==> config.mk <==
export PLATFORM = sky130hd
export DESIGN_NAME = pipelined_cla_adder
export DESIGN_NICKNAME = d
export VERILOG_FILES = /design/src/rtl/cla_pkg.sv /design/src/rtl/cla_group_unit.sv /design/src/rtl/pipelined_cla_adder.sv
export SDC_FILE = /design/constraint.sdc
export NUM_CORES = 1
export LEC_CHECK = 0
export ABC_AREA = 1
export BUFFER_PORTS_ARGS = -buffer_cell sky130_fd_sc_hd__buf_4
export CORE_MARGIN = 2
export CORE_UTILIZATION = 55
export DETAILED_ROUTE_END_ITERATION = 8
export PLACE_DENSITY = 0.78
export SLEW_MARGIN = 5
export SYNTH_ARGS = -nofsm -noshare
export SYNTH_HDL_FRONTEND = slang
export SYNTH_SLANG_ARGS = --single-unit
==> constraint.sdc <==
create_clock -name clk -period 7.54 [get_ports clk]
set_input_delay 1.131 -clock clk [delete_from_list [all_inputs] [get_ports clk]]
set_output_delay 1.131 -clock clk [all_outputs]
set_load 0.1 [all_outputs]
==> src/rtl/cla_pkg.sv <==
// rtl/cla_pkg.sv - shared constants and lookahead functions for the pipelined CLA adder
package cla_pkg;

  localparam int GROUP_W = 4;
  // Widest stage the second-level lookahead function handles (groups per stage).
  localparam int MAX_GPS = 16;

  // Group propagate/generate of one 4-bit group. Kept apart from the sum path so
  // that pg/gg never depend on the group carry-in, which is formed from them.
  function automatic logic [1:0] cla_group_pg_gg(input logic [GROUP_W-1:0] a,
                                                 input logic [GROUP_W-1:0] bp);
    logic [GROUP_W-1:0] p;
    logic [GROUP_W-1:0] g;
    logic               pg;
    logic               gg;
    p  = a ^ bp;
    g  = a & bp;
    pg = &p;
    gg = g[3] | (p[3] & g[2]) | (p[3] & p[2] & g[1]) | (p[3] & p[2] & p[1] & g[0]);
    return {pg, gg};
  endfunction

  // Internal 4-bit lookahead carries; returns {carry into bit 3, sum[3:0]}.
  function automatic logic [GROUP_W:0] cla_group_sum(input logic [GROUP_W-1:0] a,
                                                     input logic [GROUP_W-1:0] bp,
                                                     input logic               cin);
    logic [GROUP_W-1:0] p;
    logic [GROUP_W-1:0] g;
    logic [GROUP_W-1:0] c;
    p    = a ^ bp;
    g    = a & bp;
    c[0] = cin;
    c[1] = g[0] | (p[0] & cin);
    c[2] = g[1] | (p[1] & g[0]) | (p[1] & p[0] & cin);
    c[3] = g[2] | (p[2] & g[1]) | (p[2] & p[1] & g[0]) | (p[2] & p[1] & p[0] & cin);
    return {c[3], p ^ c};
  endfunction

  // Second-level lookahead: carry into every group of a stage (bit n = carry out of
  // group n-1) as a flat sum of products over (pg, gg), never rippled group to group.
  function automatic logic [MAX_GPS:0] cla_lookahead(input logic [MAX_GPS-1:0] pg,
                                                     input logic [MAX_GPS-1:0] gg,
                                                     input logic               cin);
    logic [MAX_GPS:0] c;
    logic             term;
    for (int j = 0; j <= MAX_GPS; j++) begin
      term = cin;
      for (int m = 0; m < j; m++) term = term & pg[m];
      c[j] = term;
      for (int i = 0; i < j; i++) begin
        term = gg[i];
        for (int m = i + 1; m < j; m++) term = term & pg[m];
        c[j] = c[j] | term;
      end
    end
    return c;
  endfunction

endpackage

==> src/rtl/cla_group_unit.sv <==
// rtl/cla_group_unit.sv - one 4-bit carry-lookahead group
module cla_group_unit
  import cla_pkg::*;
(
  input  logic [GROUP_W-1:0] a_i,
  input  logic [GROUP_W-1:0] b_i,
  input  logic               c_i,
  output logic [GROUP_W-1:0] s_o,
  output logic               pg_o,
  output logic               gg_o,
  output logic               c3_o
);

  assign {pg_o, gg_o} = cla_group_pg_gg(a_i, b_i);
  assign {c3_o, s_o}  = cla_group_sum(a_i, b_i, c_i);

endmodule

==> src/rtl/pipelined_cla_adder.sv <==
// rtl/pipelined_cla_adder.sv - pipelined carry-lookahead adder/subtractor with valid/ready
module pipelined_cla_adder
  import cla_pkg::*;
#(
  parameter int WIDTH = 32,
  parameter int GPS   = 2
) (
  input  logic             clk,
  input  logic             rst,
  input  logic             in_valid,
  output logic             in_ready,
  input  logic [WIDTH-1:0] a,
  input  logic [WIDTH-1:0] b,
  input  logic             cin,
  input  logic             sub,
  output logic             out_valid,
  input  logic             out_ready,
  output logic [WIDTH-1:0] sum,
  output logic             cout,
  output logic             ovf,
  output logic             zero
);

  localparam int NG = WIDTH / GROUP_W;
  localparam int L  = NG / GPS;
  localparam int SW = GPS * GROUP_W;

  // Stage record: a/b' still needed by later stages, sum bits resolved so far,
  // carry handed to the next stage and the carry into the MSB for the overflow flag.
  typedef struct packed {
    logic             v;
    logic [WIDTH-1:0] a;
    logic [WIDTH-1:0] b;
    logic [WIDTH-1:0] s;
    logic             c;
    logic             cm;
  } stage_rec_t;

  stage_rec_t st_q  [L];
  stage_rec_t st_in [L];
  stage_rec_t st_d  [L];
  logic [L-1:0] load;
  logic zero_q;
  logic ovf_q;

  // Subtraction is a + ~b + 1, so the operand inversion and forced carry happen here.
  assign st_in[0] = '{v: in_valid, a: a, b: (sub ? ~b : b), s: '0, c: (sub | cin), cm: 1'b0};

  for (genvar k = 1; k < L; k++) begin : g_link
    assign st_in[k] = st_q[k-1];
  end

  for (genvar k = 0; k < L; k++) begin : g_stage
    logic [GPS-1:0]     pg;
    logic [GPS-1:0]     gg;
    logic [GPS-1:0]     c3;
    logic [SW-1:0]      s;
    logic [MAX_GPS-1:0] pg_x;
    logic [MAX_GPS-1:0] gg_x;
    logic [MAX_GPS:0]   cc;
    logic               unused_c;
    stage_rec_t         d;

    // Pad the stage's group terms out to the lookahead function's fixed width.
    always_comb begin
      pg_x = '0;
      gg_x = '0;
      pg_x[GPS-1:0] = pg;
      gg_x[GPS-1:0] = gg;
    end

    assign cc = cla_lookahead(pg_x, gg_x, st_in[k].c);

    for (genvar j = 0; j < GPS; j++) begin : g_grp
      localparam int LO = (k * GPS + j) * GROUP_W;
      cla_group_unit u_grp (
        .a_i  (st_in[k].a[LO +: GROUP_W]),
        .b_i  (st_in[k].b[LO +: GROUP_W]),
        .c_i  (cc[j]),
        .s_o  (s[j*GROUP_W +: GROUP_W]),
        .pg_o (pg[j]),
        .gg_o (gg[j]),
        .c3_o (c3[j])
      );
    end

    // Only the top group's MSB carry and the stage carry-out are consumed.
    assign unused_c = ^{c3, cc};

    // Next stage record: drop in this stage's sum bits and carry-out.
    always_comb begin
      d = st_in[k];
      d.s[k*SW +: SW] = s;
      d.c = cc[GPS];
      if (k == L - 1) d.cm = c3[GPS-1];
    end

    assign st_d[k] = d;
  end

  // A stage loads when empty or when its successor (or the consumer) takes its beat.
  always_comb begin
    load = '0;
    load[L-1] = !st_q[L-1].v | out_ready;
    for (int k = L - 2; k >= 0; k--) load[k] = !st_q[k].v | load[k+1];
  end

  assign in_ready = load[0];

  // Stage registers and output flags; stages that do not load hold their contents.
  always_ff @(posedge clk or posedge rst) begin
    if (rst) begin
      for (int k = 0; k < L; k++) st_q[k] <= '0;
      zero_q <= 1'b0;
      ovf_q  <= 1'b0;
    end else begin
      for (int k = 0; k < L; k++) begin
        if (load[k]) st_q[k] <= st_d[k];
      end
      if (load[L-1]) begin
        zero_q <= (st_d[L-1].s == '0);
        ovf_q  <= st_d[L-1].cm ^ st_d[L-1].c;
      end
    end
  end

  assign out_valid = st_q[L-1].v;
  assign sum       = st_q[L-1].s;
  assign cout      = st_q[L-1].c;
  assign ovf       = ovf_q;
  assign zero      = zero_q;

endmodule

==> results of run 1 <==
[final cells by class]
type / count / area (um^2) / share of cell area
Multi-Input combinational cell: 687 / 3470 / 0.346
Inverter: 65 / 249 / 0.0248
Sequential cell: 186 / 4650 / 0.464
Tap cell: 188 / 235 / 0.0235
Clock buffer: 23 / 468 / 0.0467
Timing Repair Buffer: 110 / 826 / 0.0824
Clock inverter: 9 / 120 / 0.0120
[per-stage QoR]
stage          area [um^2]  utilization
2_1_floorplan         8560            -
6_report             10000        0.659
4_1_cts              10000        0.659
3_3_place_gp          9430        0.621
3_5_place_dp          9430        0.621
5_1_grt              10000        0.659
[logic make-up (layout without fill, tap and decap cells)]
logic type / after synthesis / after routing / synth area share
simple gates: 485 / 485 / 0.225
xor+xnor: 40 / 40 / 0.0409
flops: 186 / 186 / 0.544
fa+ha+maj: 40 / 40 / 0.0655
buf+inv: 105 / 207 / 0.0506
compound gates: 122 / 122 / 0.0735
[cell usage in the layout, fill, tap and decap left out, drive strengths merged, types with 23 or more instances in the layout]
| cell type | synthesis | layout |
|---|---|---|
| xnor2 | 30 | 30 |
| nand2 | 407 | 407 |
| nand3 | 25 | 25 |
| buf | 15 | 110 |
| o21ai | 94 | 94 |
| clkbuf | 25 | 23 |
| ha | 32 | 32 |
| dfrtp | 186 | 186 |
| inv | 65 | 65 |
| nor2 | 34 | 34 |
[worst max-delay path: cells and delay by family]
| family | cells | cell delay [ns] |
|---|---|---|
| buf+inv | 4 | 1.08 |
| simple gates | 4 | 1.46 |
[synth_stat cells, types with 5 or more instances]
cell type | count | share of area
sky130_fd_sc_hd__fa_1 | 8 | 0.019
sky130_fd_sc_hd__a21oi_1 | 17 | 0.0099
sky130_fd_sc_hd__nor2_1 | 32 | 0.014
sky130_fd_sc_hd__nand3_1 | 25 | 0.015
sky130_fd_sc_hd__nand4_1 | 7 | 0.0051
sky130_fd_sc_hd__buf_2 | 7 | 0.0041
sky130_fd_sc_hd__inv_1 | 63 | 0.028
sky130_fd_sc_hd__xnor2_1 | 30 | 0.031
sky130_fd_sc_hd__clkbuf_1 | 25 | 0.011
sky130_fd_sc_hd__a31oi_1 | 6 | 0.0044
sky130_fd_sc_hd__ha_1 | 32 | 0.047
sky130_fd_sc_hd__nand2_1 | 405 | 0.18
sky130_fd_sc_hd__or2_2 | 5 | 0.0037
sky130_fd_sc_hd__o21ai_0 | 90 | 0.053
sky130_fd_sc_hd__dfrtp_1 | 186 | 0.54
sky130_fd_sc_hd__xor2_1 | 10 | 0.010
[metal layers]
| metal | vias up | part of all wire | wire (um) |
|---|---|---|---|
| met5 | - | 0 | 0 |
| met4 | 0 | 0.013 | 222 |
| met3 | 21 | 0.046 | 798 |
| met2 | 164 | 0.45 | 7800 |
| met1 | 2976 | 0.49 | 8550 |
| li1 | 3271 | - | - |
[power by group through the flow]
stage / combinational (uW) / clock (uW) / sequential, uW
finish: 1440 / 888 / 1450
global route: 1570 / 944 / 1480
CTS: 1450 / 903 / 1450
detailed placement: 1440 / 0 / 1460
global placement: 1410 / 0 / 1460
floorplan: 562 / 0 / 1970
[sequential cells by signal, summed over array words and instances (netlist names)]
name	flops
ovf	1
sum	32
out_valid	1
g_stage.d	147
zero	1
g_stage.cc	3
cout	1
[worst min path at each step]
stage,from,endpoint,slack (ns)
after detailed placement,g_stage[1].d[96],g_stage[2].d[96],0.46
after global placement,g_stage[3].d[7],g_stage[3].d[7],0.46
after CTS,g_stage[1].d[65],g_stage[2].d[65],0.47
final,g_stage[1].d[65],g_stage[2].d[65],0.47
after global routing,g_stage[1].d[84],g_stage[2].d[84],0.50
after floorplan,g_stage[1].d[82],g_stage[1].d[82],0.44
==> impl_metrics.env, run 1 <==
export IMPL_synthArstFlopShare=1.00
export IMPL_average_cell_area_after_synthesis_um2=8.75
export IMPL_vias_per_cell=5.07
export IMPL_place_port_buffers=106
export IMPL_timing_critical_path_slowest_cell_delay_ns=0.61
export IMPL_die_height_um=129
export IMPL_reg2reg_slack_ns=3.67
export IMPL_detailedRoute_firstPassIterationCount=5
export IMPL_cp_data_arrival_time_ns=3.70
export IMPL_antenna_found_initial=0
export IMPL_post_cts_hold_fix_bufs=0
export IMPL_met1_usage=0.333
export IMPL_clockBufferDepth=2
export IMPL_count_of_cells_along_the_worst_register_to_register_path=11
export IMPL_critPathCapture="in_ready"
export IMPL_gr_usage_all_layers=0.225
export IMPL_pwr_share_seq=0.383
export IMPL_stdcell_count=1268
export IMPL_insertion_delay_ns=0.43
export IMPL_cts_inserted_buffers=17
export IMPL_hold_slack_ns=0.470
export IMPL_worst_clock_skew_ns=0.00593
export IMPL_grt_use_met3=0.0503
export IMPL_path_max_fanout=48
export IMPL_maxCapViolations=0
export IMPL_total_leakage_power_uw=0.00522
export IMPL_grt_pass1_vias=6060
export IMPL_power_internal_uw=2190
export IMPL_tightest_pin_transition_ns=1.12
export IMPL_setup_violations=0
export IMPL_fin_nets=1177
export IMPL_cts_root_buf="sky130_fd_sc_hd__clkbuf_16"
export IMPL_layout_filler_cells=1240
export IMPL_worstHoldPathType="reg -> reg"
export IMPL_fp_row_count=45
export IMPL_clock_sinks=186
export IMPL_grt_setup_unrepaired="no"
export IMPL_slew_limit_headroom=0.250
export IMPL_yosysSeqAreaShare=0.544
export IMPL_outcome="finished, final reports clean"
export IMPL_clock_fmax_ghz=0.207
export IMPL_syn_instance_count=978
export IMPL_power_switching_share=0.420
export IMPL_drive_gt1_frac=0.139
export IMPL_worst_setup_path_type="in -> out"
export IMPL_p_per_area_nw_per_um2=378
export IMPL_worstSetupStartpointType="input pin"
export IMPL_final_critical_path_time_including_i_o_delays_and_setup_ns=4.83
export IMPL_combinationalPowerShare=0.382
export IMPL_crit_path_top_delay_cell="sky130_fd_sc_hd__nor2_8"
export IMPL_hold_viol_final=0
export IMPL_core_region_area_um2=15200
export IMPL_cts_setup_buffers=0
export IMPL_global_route_wire_length_before_repair_um=29400
export IMPL_synth_warning_count=0
export IMPL_clk_pin_slew_ns=0.06
export IMPL_startpoint="out_ready"
export IMPL_layout_worst_path_cycle_share=0.640
export IMPL_avgRoutedWirePerCell_um=13.7
export IMPL_critical_path_reg2reg_startpoint="out_valid"
export IMPL_resized_gates_after_cts=0
export IMPL_final_slew_viol_count=0
export IMPL_drt_total_wl_um=17400
export IMPL_grt_met2_usage=0.341
export IMPL_start_util=0.563
export IMPL_number_of_h_tree_levels=4
export IMPL_ordered_cell_list_for_the_critical_path="buf_4, nor2_4, buf_4, nand2_2, nor2_8, nand2_2, buf_4, buf_4"
export IMPL_synth_ff_latch_count=186
export IMPL_dr_first_iter_drc_count=473
export IMPL_drt_drc_violations_left=0
export IMPL_vdd_drop_max_uv=218
export IMPL_crit_path_frequent_cell="sky130_fd_sc_hd__buf_4"
export IMPL_gp_routability_congestion=0.820
export IMPL_dieArea_um2=16600
export IMPL_drtAntennaViolNets=0
export IMPL_post_synth_instance_area_um2=8560
export IMPL_critical_path_reg2reg_endpoint="g_stage[1].d[5]"
export IMPL_area_delta_synth_final_pct=17.1
export IMPL_vias_after_detailed_routing=6432
export IMPL_io_pins=107
export IMPL_antenna_cells_inserted=0
export IMPL_global_route_overflow_total=0
export IMPL_worstSetupEndpointType="output pin"
export IMPL_critical_path_required_ns=6.41
export IMPL_nets_in_the_synthesized_netlist=1088
export IMPL_power_share_clock=0.235
export IMPL_synth_edff_count=0
export IMPL_synth_top_flop_cell="sky130_fd_sc_hd__dfrtp_1"
export IMPL_finalPower_uw=3780
export IMPL_number_of_unique_standard_cell_types_used_by_synthesis=29
export IMPL_postLayoutSetupSlackWorst_ns=2.71
export IMPL_fp_dieW_um=129
export IMPL_timing_hold_worst_path_depth=2
export IMPL_final_hpwl_from_detailed_placement_um=12000
export IMPL_globalRoute_busiestLayer="met2"
export IMPL_total_switching_power_uw=1590
export IMPL_grt_max_degree=129
export IMPL_placement_setup_worst_slack_ns=2.72
export IMPL_placed_cells_incl_taps=1236
export IMPL_tritoncts="yes"
export IMPL_setup_total_negative_slack_ns=0
Power figures use the tool's default switching activity.
==> run 2, diff against run 1 <==
--- a/config.mk
+++ b/config.mk
@@ -5,7 +5,7 @@
 export SDC_FILE = /design/constraint.sdc
 export NUM_CORES = 1
 export LEC_CHECK = 0
-export ABC_AREA = 1
+export ABC_AREA = 0
 export BUFFER_PORTS_ARGS = -buffer_cell sky130_fd_sc_hd__buf_4
 export CORE_MARGIN = 2
 export CORE_UTILIZATION = 55
==> constraint.sdc (replaced) <==
create_clock -name clk -period 4.76 [get_ports clk]
set_input_delay 0.714 -clock clk [delete_from_list [all_inputs] [get_ports clk]]
set_output_delay 0.714 -clock clk [all_outputs]
set_load 0.1 [all_outputs]
==> run 2 against run 1 <==
Against the previous run:
- die area decreased by 1.2%
- setup slack got worse by 1.7 ns
- clock skew rose by 0.00051 ns
- utilization is essentially flat
- first-iteration DRC count fell by 14%
- critical path depth did not move
- count of clock-buffer cells in the layout decreased by 5
- worst hold slack got worse by 0.0040 ns
- via count shrank 7.9%
- non-clock buffer count is 4 higher
- synthesized cell count down 14%
- critical endpoint unchanged
==> impl_metrics.env, run 2 <==
export IMPL_drt_total_wl_um=16700
export IMPL_synth_warning_count=0
export IMPL_clock_fmax_ghz=0.266
export IMPL_setup_violations=0
export IMPL_total_leakage_power_uw=0.00487
export IMPL_reg2reg_slack_ns=1.75
export IMPL_worstHoldPathType="reg -> reg"
export IMPL_final_hpwl_from_detailed_placement_um=11200
export IMPL_average_cell_area_after_synthesis_um2=10.0
export IMPL_fp_dieW_um=128
export IMPL_vias_after_detailed_routing=5921
export IMPL_postLayoutSetupSlackWorst_ns=1.00
export IMPL_dr_first_iter_drc_count=408
export IMPL_drt_met1_wl_um=7790
export IMPL_topRoutingLayerUsed="met4"
export IMPL_clk_pin_slew_ns=0.07
export IMPL_synth_top_cell_area_share=0.551
export IMPL_antenna_cells_inserted=0
export IMPL_avgRoutedWirePerCell_um=14.6
export IMPL_yosysMostFrequentCell="sky130_fd_sc_hd__nand2_1"
export IMPL_antenna_found_initial=0
export IMPL_met2_length_um=7790
export IMPL_layout_filler_cells=1231
export IMPL_final_critical_path_time_including_i_o_delays_and_setup_ns=3.76
export IMPL_yosysSeqAreaShare=0.551
export IMPL_place_port_buffers=106
export IMPL_placement_setup_worst_slack_ns=1.09
export IMPL_gr_usage_all_layers=0.219
export IMPL_synthArstFlopShare=1.00
export IMPL_synth_top_flop_cell="sky130_fd_sc_hd__dfrtp_1"
export IMPL_number_of_h_tree_levels=4
export IMPL_worstSetupEndpointType="output pin"
export IMPL_total_switching_power_uw=2590
export IMPL_cts_root_buf="sky130_fd_sc_hd__clkbuf_16"
export IMPL_combinationalPowerShare=0.386
export IMPL_nets_in_the_synthesized_netlist=953
export IMPL_synth_top_area_cell="sky130_fd_sc_hd__dfrtp_1"
export IMPL_number_of_unique_standard_cell_types_used_by_synthesis=49
export IMPL_finalPower_uw=6210
export IMPL_final_slew_viol_count=0
export IMPL_synth_area_top_cells="sky130_fd_sc_hd__dfrtp_1, sky130_fd_sc_hd__nand2_1, sky130_fd_sc_hd__ha_1"
export IMPL_area_delta_synth_final_pct=17.8
export IMPL_final_cell_mix="sky130_fd_sc_hd__nand2_1, sky130_fd_sc_hd__dfrtp_1, sky130_fd_sc_hd__buf_4"
export IMPL_pwr_share_seq=0.382
export IMPL_vdd_drop_max_uv=375
export IMPL_detailedRoute_firstPassIterationCount=5
export IMPL_p_per_area_nw_per_um2=624
export IMPL_syn_instance_count=843
export IMPL_fin_nets=1046
export IMPL_drive_gt1_frac=0.205
export IMPL_cts_setup_buffers=0
export IMPL_dieArea_um2=16400
export IMPL_layout_worst_path_cycle_share=0.790
export IMPL_power_internal_uw=3620
export IMPL_grt_pass1_vias=5673
export IMPL_clock_sinks=186
export IMPL_setup_total_negative_slack_ns=0
export IMPL_mostFrequentLayoutCell="sky130_fd_sc_hd__nand2_1"
export IMPL_die_height_um=128
export IMPL_outcome="finished, final reports clean"
export IMPL_vias_per_cell=5.21
export IMPL_fp_row_count=45
export IMPL_stdcell_area_um2=9950
export IMPL_core_region_area_um2=15100
export IMPL_power_share_clock=0.233
export IMPL_yosys_top_cells_count="sky130_fd_sc_hd__nand2_1, sky130_fd_sc_hd__dfrtp_1, sky130_fd_sc_hd__nor2_1"
export IMPL_maxCapViolations=0
export IMPL_worst_setup_path_type="reg -> out"
export IMPL_drtAntennaViolNets=0
export IMPL_critical_path_required_ns=4.05
export IMPL_hold_viol_final=0
export IMPL_worstSetupStartpointType="flip-flop"
export IMPL_gp_routability_congestion=0.774
export IMPL_global_route_overflow_total=0
export IMPL_post_cts_hold_fix_bufs=0
export IMPL_power_switching_share=0.418
export IMPL_dr_wl_met3_um=774
export IMPL_io_pins=107
export IMPL_worst_clock_skew_ns=0.00644
export IMPL_drt_drc_violations_left=0
export IMPL_dpl_cell_area_um2=9340
export IMPL_synth_edff_count=0
export IMPL_clockBufferDepth=2
export IMPL_cp_data_arrival_time_ns=3.04
export IMPL_global_route_wire_length_before_repair_um=28200
export IMPL_largest_reg_flops=147
export IMPL_synth_ff_latch_count=186
export IMPL_tritoncts="yes"
export IMPL_slew_limit_headroom=0.375
export IMPL_start_util=0.560
export IMPL_tightest_pin_transition_ns=0.937
export IMPL_resized_gates_after_cts=0
export IMPL_cts_inserted_buffers=17
export IMPL_insertion_delay_ns=0.43
export IMPL_grt_max_degree=187
export IMPL_grt_setup_unrepaired="no"
export IMPL_path_max_fanout=50
export IMPL_post_synth_instance_area_um2=8450
## run 2: cell count changes after synthesis, moves of 9 or more
cell                       previous run  this run
sky130_fd_sc_hd__mux2_2               0        34
sky130_fd_sc_hd__nand2_1            405       291
sky130_fd_sc_hd__inv_1               63        10
sky130_fd_sc_hd__nand3_1             25         0
sky130_fd_sc_hd__o21ai_0             90        19
sky130_fd_sc_hd__a21oi_1             17        46
sky130_fd_sc_hd__nand2b_1             0         9
sky130_fd_sc_hd__nor2_1              32        57
## run 2: area by class of cell
cell class | count | area, um^2 | area share
multi-input cells | 606 | 3540 | 0.355
clock inverters | 14 | 171 | 0.0172
well taps | 188 | 235 | 0.0236
inverters | 11 | 45.0 | 0.00453
flip-flops and latches | 186 | 4650 | 0.468
clock buffers | 18 | 439 | 0.0441
repair buffers | 114 | 868 | 0.0873
## run 2: power groups by stage
stage	combinational, uW	clock (uW)	sequential (uW)
2_1_floorplan	978	0	3210
4_1_cts	2410	1470	2370
6_report	2390	1440	2370
5_1_grt	2580	1540	2430
3_5_place_dp	2390	0	2400
3_3_place_gp	2340	0	2370
## run 2: final timing paths
path / to / from / cells past startpoint
max in group asynchronous: g_stage[1].d[98] / rst / 3
hold / removal: sum[24] / sum[24] / 2
hold reg to reg: sum[24] / sum[24] / 2
setup reg to reg: g_stage[1].d[63] / out_valid / 10
setup / recovery: in_ready / out_valid / 8
min in group asynchronous: sum[23] / rst / 3
## run 2: worst max-delay path, cell delays in order, from the launching register on
cell,delay (ns)
sky130_fd_sc_hd__dfrtp_1,0.38
sky130_fd_sc_hd__nor2b_2,0.16
sky130_fd_sc_hd__and2_1,0.15
sky130_fd_sc_hd__buf_4,0.21
sky130_fd_sc_hd__nand2_4,0.43
sky130_fd_sc_hd__nor2_4,0.03
sky130_fd_sc_hd__buf_4,0.25
sky130_fd_sc_hd__inv_2,0.54
sky130_fd_sc_hd__buf_4,0.41
## run 2: kinds of logic after synthesis
kind of cell,synth area share
compound gates,0.0696
mux,0.0465
flops,0.551
simple gates,0.184
fa+ha+maj,0.0663
buf+inv,0.0308
xor+xnor,0.0518
## run 2: per-stage QoR
stage	utilization	instances	hold slack, ns
6_report	0.659	1137	0.466
5_1_grt	0.659	1137	0.464
4_1_cts	0.659	1137	0.455
3_5_place_dp	0.619	1105	0.455
3_3_place_gp	0.619	1105	0.446
2_1_floorplan	-	843	0.433
## run 2: per-layer routing
layer / GRT usage / up-vias
met3: 0.0426 / 25
met2: 0.337 / 126
met5: 0 / -
li1: - / 2935
met1: 0.314 / 2835
met4: 0.0789 / 0
==> run 3, diff against run 2 <==
==> constraint.sdc (replaced) <==
create_clock -name clk -period 3.95 [get_ports clk]
set_input_delay 0.5925 -clock clk [delete_from_list [all_inputs] [get_ports clk]]
set_output_delay 0.5925 -clock clk [all_outputs]
set_load 0.1 [all_outputs]
==> run 3 against run 2 <==
Against the previous run:
- via count fell by 0.17%
- count of clock-buffer cells in the layout up 1
- utilization up 0.38 points
- largest cell class unchanged
- worst hold slack worse by 0.18 ns
- setup slack improved by 0.0088 ns
- sequential power increased by 21%
==> impl_metrics.env, run 3 (same netlist as run 2, synthesis figures left out) <==
export IMPL_outcome="finished, final reports clean"
export IMPL_vias_after_detailed_routing=5911
export IMPL_mostFrequentLayoutCell="sky130_fd_sc_hd__nand2_1"
export IMPL_grt_setup_unrepaired="no"
export IMPL_cp_data_arrival_time_ns=2.35
export IMPL_dieArea_um2=16400
export IMPL_maxCapViolations=0
export IMPL_worst_setup_path_type="reg -> out"
export IMPL_worst_clock_skew_ns=0.00597
export IMPL_antenna_cells_inserted=0
export IMPL_clock_sinks=186
export IMPL_final_critical_path_time_including_i_o_delays_and_setup_ns=2.94
export IMPL_die_height_um=128
export IMPL_final_slew_viol_count=0
export IMPL_antenna_found_initial=0
export IMPL_vdd_drop_max_uv=385
export IMPL_fp_row_count=45
export IMPL_power_internal_uw=4380
export IMPL_worstSetupEndpointType="output pin"
export IMPL_clk_pin_slew_ns=0.07
export IMPL_detailedRoute_firstPassIterationCount=4
export IMPL_worstSetupStartpointType="flip-flop"
export IMPL_global_route_overflow_total=0
export IMPL_largest_reg_flops=147
export IMPL_stdcell_area_um2=10000
export IMPL_vias_per_cell=5.18
export IMPL_final_hpwl_from_detailed_placement_um=11700
export IMPL_slew_limit_headroom=0.175
export IMPL_timing_critical_path_slowest_cell_delay_ns=0.37
export IMPL_area_delta_synth_final_pct=18.5
export IMPL_hold_slack_ns=0.288
export IMPL_place_port_buffers=106
export IMPL_post_cts_hold_fix_bufs=0
export IMPL_drive_gt1_frac=0.210
export IMPL_final_cell_mix="sky130_fd_sc_hd__nand2_1, sky130_fd_sc_hd__dfrtp_1, sky130_fd_sc_hd__buf_4"
export IMPL_cts_inserted_buffers=17
export IMPL_ordered_cell_list_for_the_critical_path="nor2b_2, and2_1, nand2_4, nor2_4, buf_4, inv_2, buf_4"
export IMPL_worstHoldPathType="in -> async"
export IMPL_power_share_clock=0.235
export IMPL_clock_fmax_ghz=0.340
export IMPL_drt_drc_violations_left=0
export IMPL_power_switching_share=0.416
export IMPL_dpl_cell_area_um2=9390
export IMPL_dr_first_iter_drc_count=342
export IMPL_gp_routability_congestion=0.783
export IMPL_hold_viol_final=0
export IMPL_gr_usage_all_layers=0.220
export IMPL_grt_pass1_vias=5732
export IMPL_drtAntennaViolNets=0
export IMPL_combinationalPowerShare=0.385
export IMPL_setup_total_negative_slack_ns=0
export IMPL_drt_total_wl_um=16700
export IMPL_resized_gates_after_cts=0
export IMPL_layout_filler_cells=1194
export IMPL_grt_max_degree=66
export IMPL_critical_path_required_ns=3.36
export IMPL_setup_violations=0
export IMPL_insertion_delay_ns=0.43
export IMPL_path_max_fanout=50
export IMPL_fin_nets=1051
export IMPL_crit_path_top_delay_cell="sky130_fd_sc_hd__dfrtp_1"
export IMPL_cts_setup_buffers=0
export IMPL_avgRoutedWirePerCell_um=14.7
export IMPL_cts_root_buf="sky130_fd_sc_hd__clkbuf_16"
export IMPL_total_switching_power_uw=3120
export IMPL_fp_dieW_um=128
export IMPL_number_of_h_tree_levels=4
export IMPL_postLayoutSetupSlackWorst_ns=1.01
export IMPL_pwr_share_seq=0.381
export IMPL_global_route_wire_length_before_repair_um=28300
export IMPL_start_util=0.560
export IMPL_p_per_area_nw_per_um2=750
export IMPL_tritoncts="yes"
export IMPL_core_region_area_um2=15100
export IMPL_crit_path_frequent_cell="sky130_fd_sc_hd__buf_4"
export IMPL_layout_worst_path_cycle_share=0.744
export IMPL_clockBufferDepth=2
export IMPL_tightest_pin_transition_ns=1.24
export IMPL_placement_setup_worst_slack_ns=1.14
export IMPL_total_leakage_power_uw=0.00491
export IMPL_count_of_cells_along_the_worst_register_to_register_path=10
export IMPL_io_pins=107
## run 3: per-layer routing
layer / global-route usage / share of wire / wire length [um]
met1: 0.315 / 0.48 / 8050
met2: 0.343 / 0.47 / 7830
met3: 0.0401 / 0.037 / 616
met4: 0.0711 / 0.014 / 242
met5: 0 / 0 / 0
## run 3: critical path: cells and delay by family, from the launching register on
family / cells / cell delay, ns
flops: 1 / 0.37
simple gates: 4 / 0.86
buf+inv: 3 / 0.68
## run 3: metrics by stage
stage	cells	total power, uW	util
finish	1142	7510	0.663
global route	1142	7920	0.663
CTS	1142	7550	0.663
detailed placement	1110	5760	0.622
global placement	1110	5680	0.622
floorplan	843	5050	-
## run 3: layout make-up
cell class                 count  area [um^2]  area share
clock buffer                  19          453      0.0453
sequential                   186         4650       0.465
clock inverter                13          165      0.0165
tap                          188          235      0.0235
multi-input combinational    606         3540       0.353
inverter                      11         45.0     0.00450
timing repair buffer         119          918      0.0918
## run 3: worst paths after layout
check,startpoint,to,slack (ns)
max,out_valid,in_ready,1.01
min,rst,sum[23],0.29
max reg2reg,g_stage[3].d[58],zero,1.18
min reg2reg,sum[15],sum[15],0.47
max in group asynchronous,rst,g_stage[2].d[51],2.88
min in group clk,a[11],g_stage[1].d[77],0.36
## run 3: power groups by stage
stage | sequential (uW) | clock, uW | combinational, uW
2_1_floorplan | 3870 | 0 | 1180
3_3_place_gp | 2860 | 0 | 2820
3_5_place_dp | 2880 | 0 | 2880
4_1_cts | 2850 | 1790 | 2900
5_1_grt | 2930 | 1880 | 3110
6_report | 2860 | 1760 | 2890
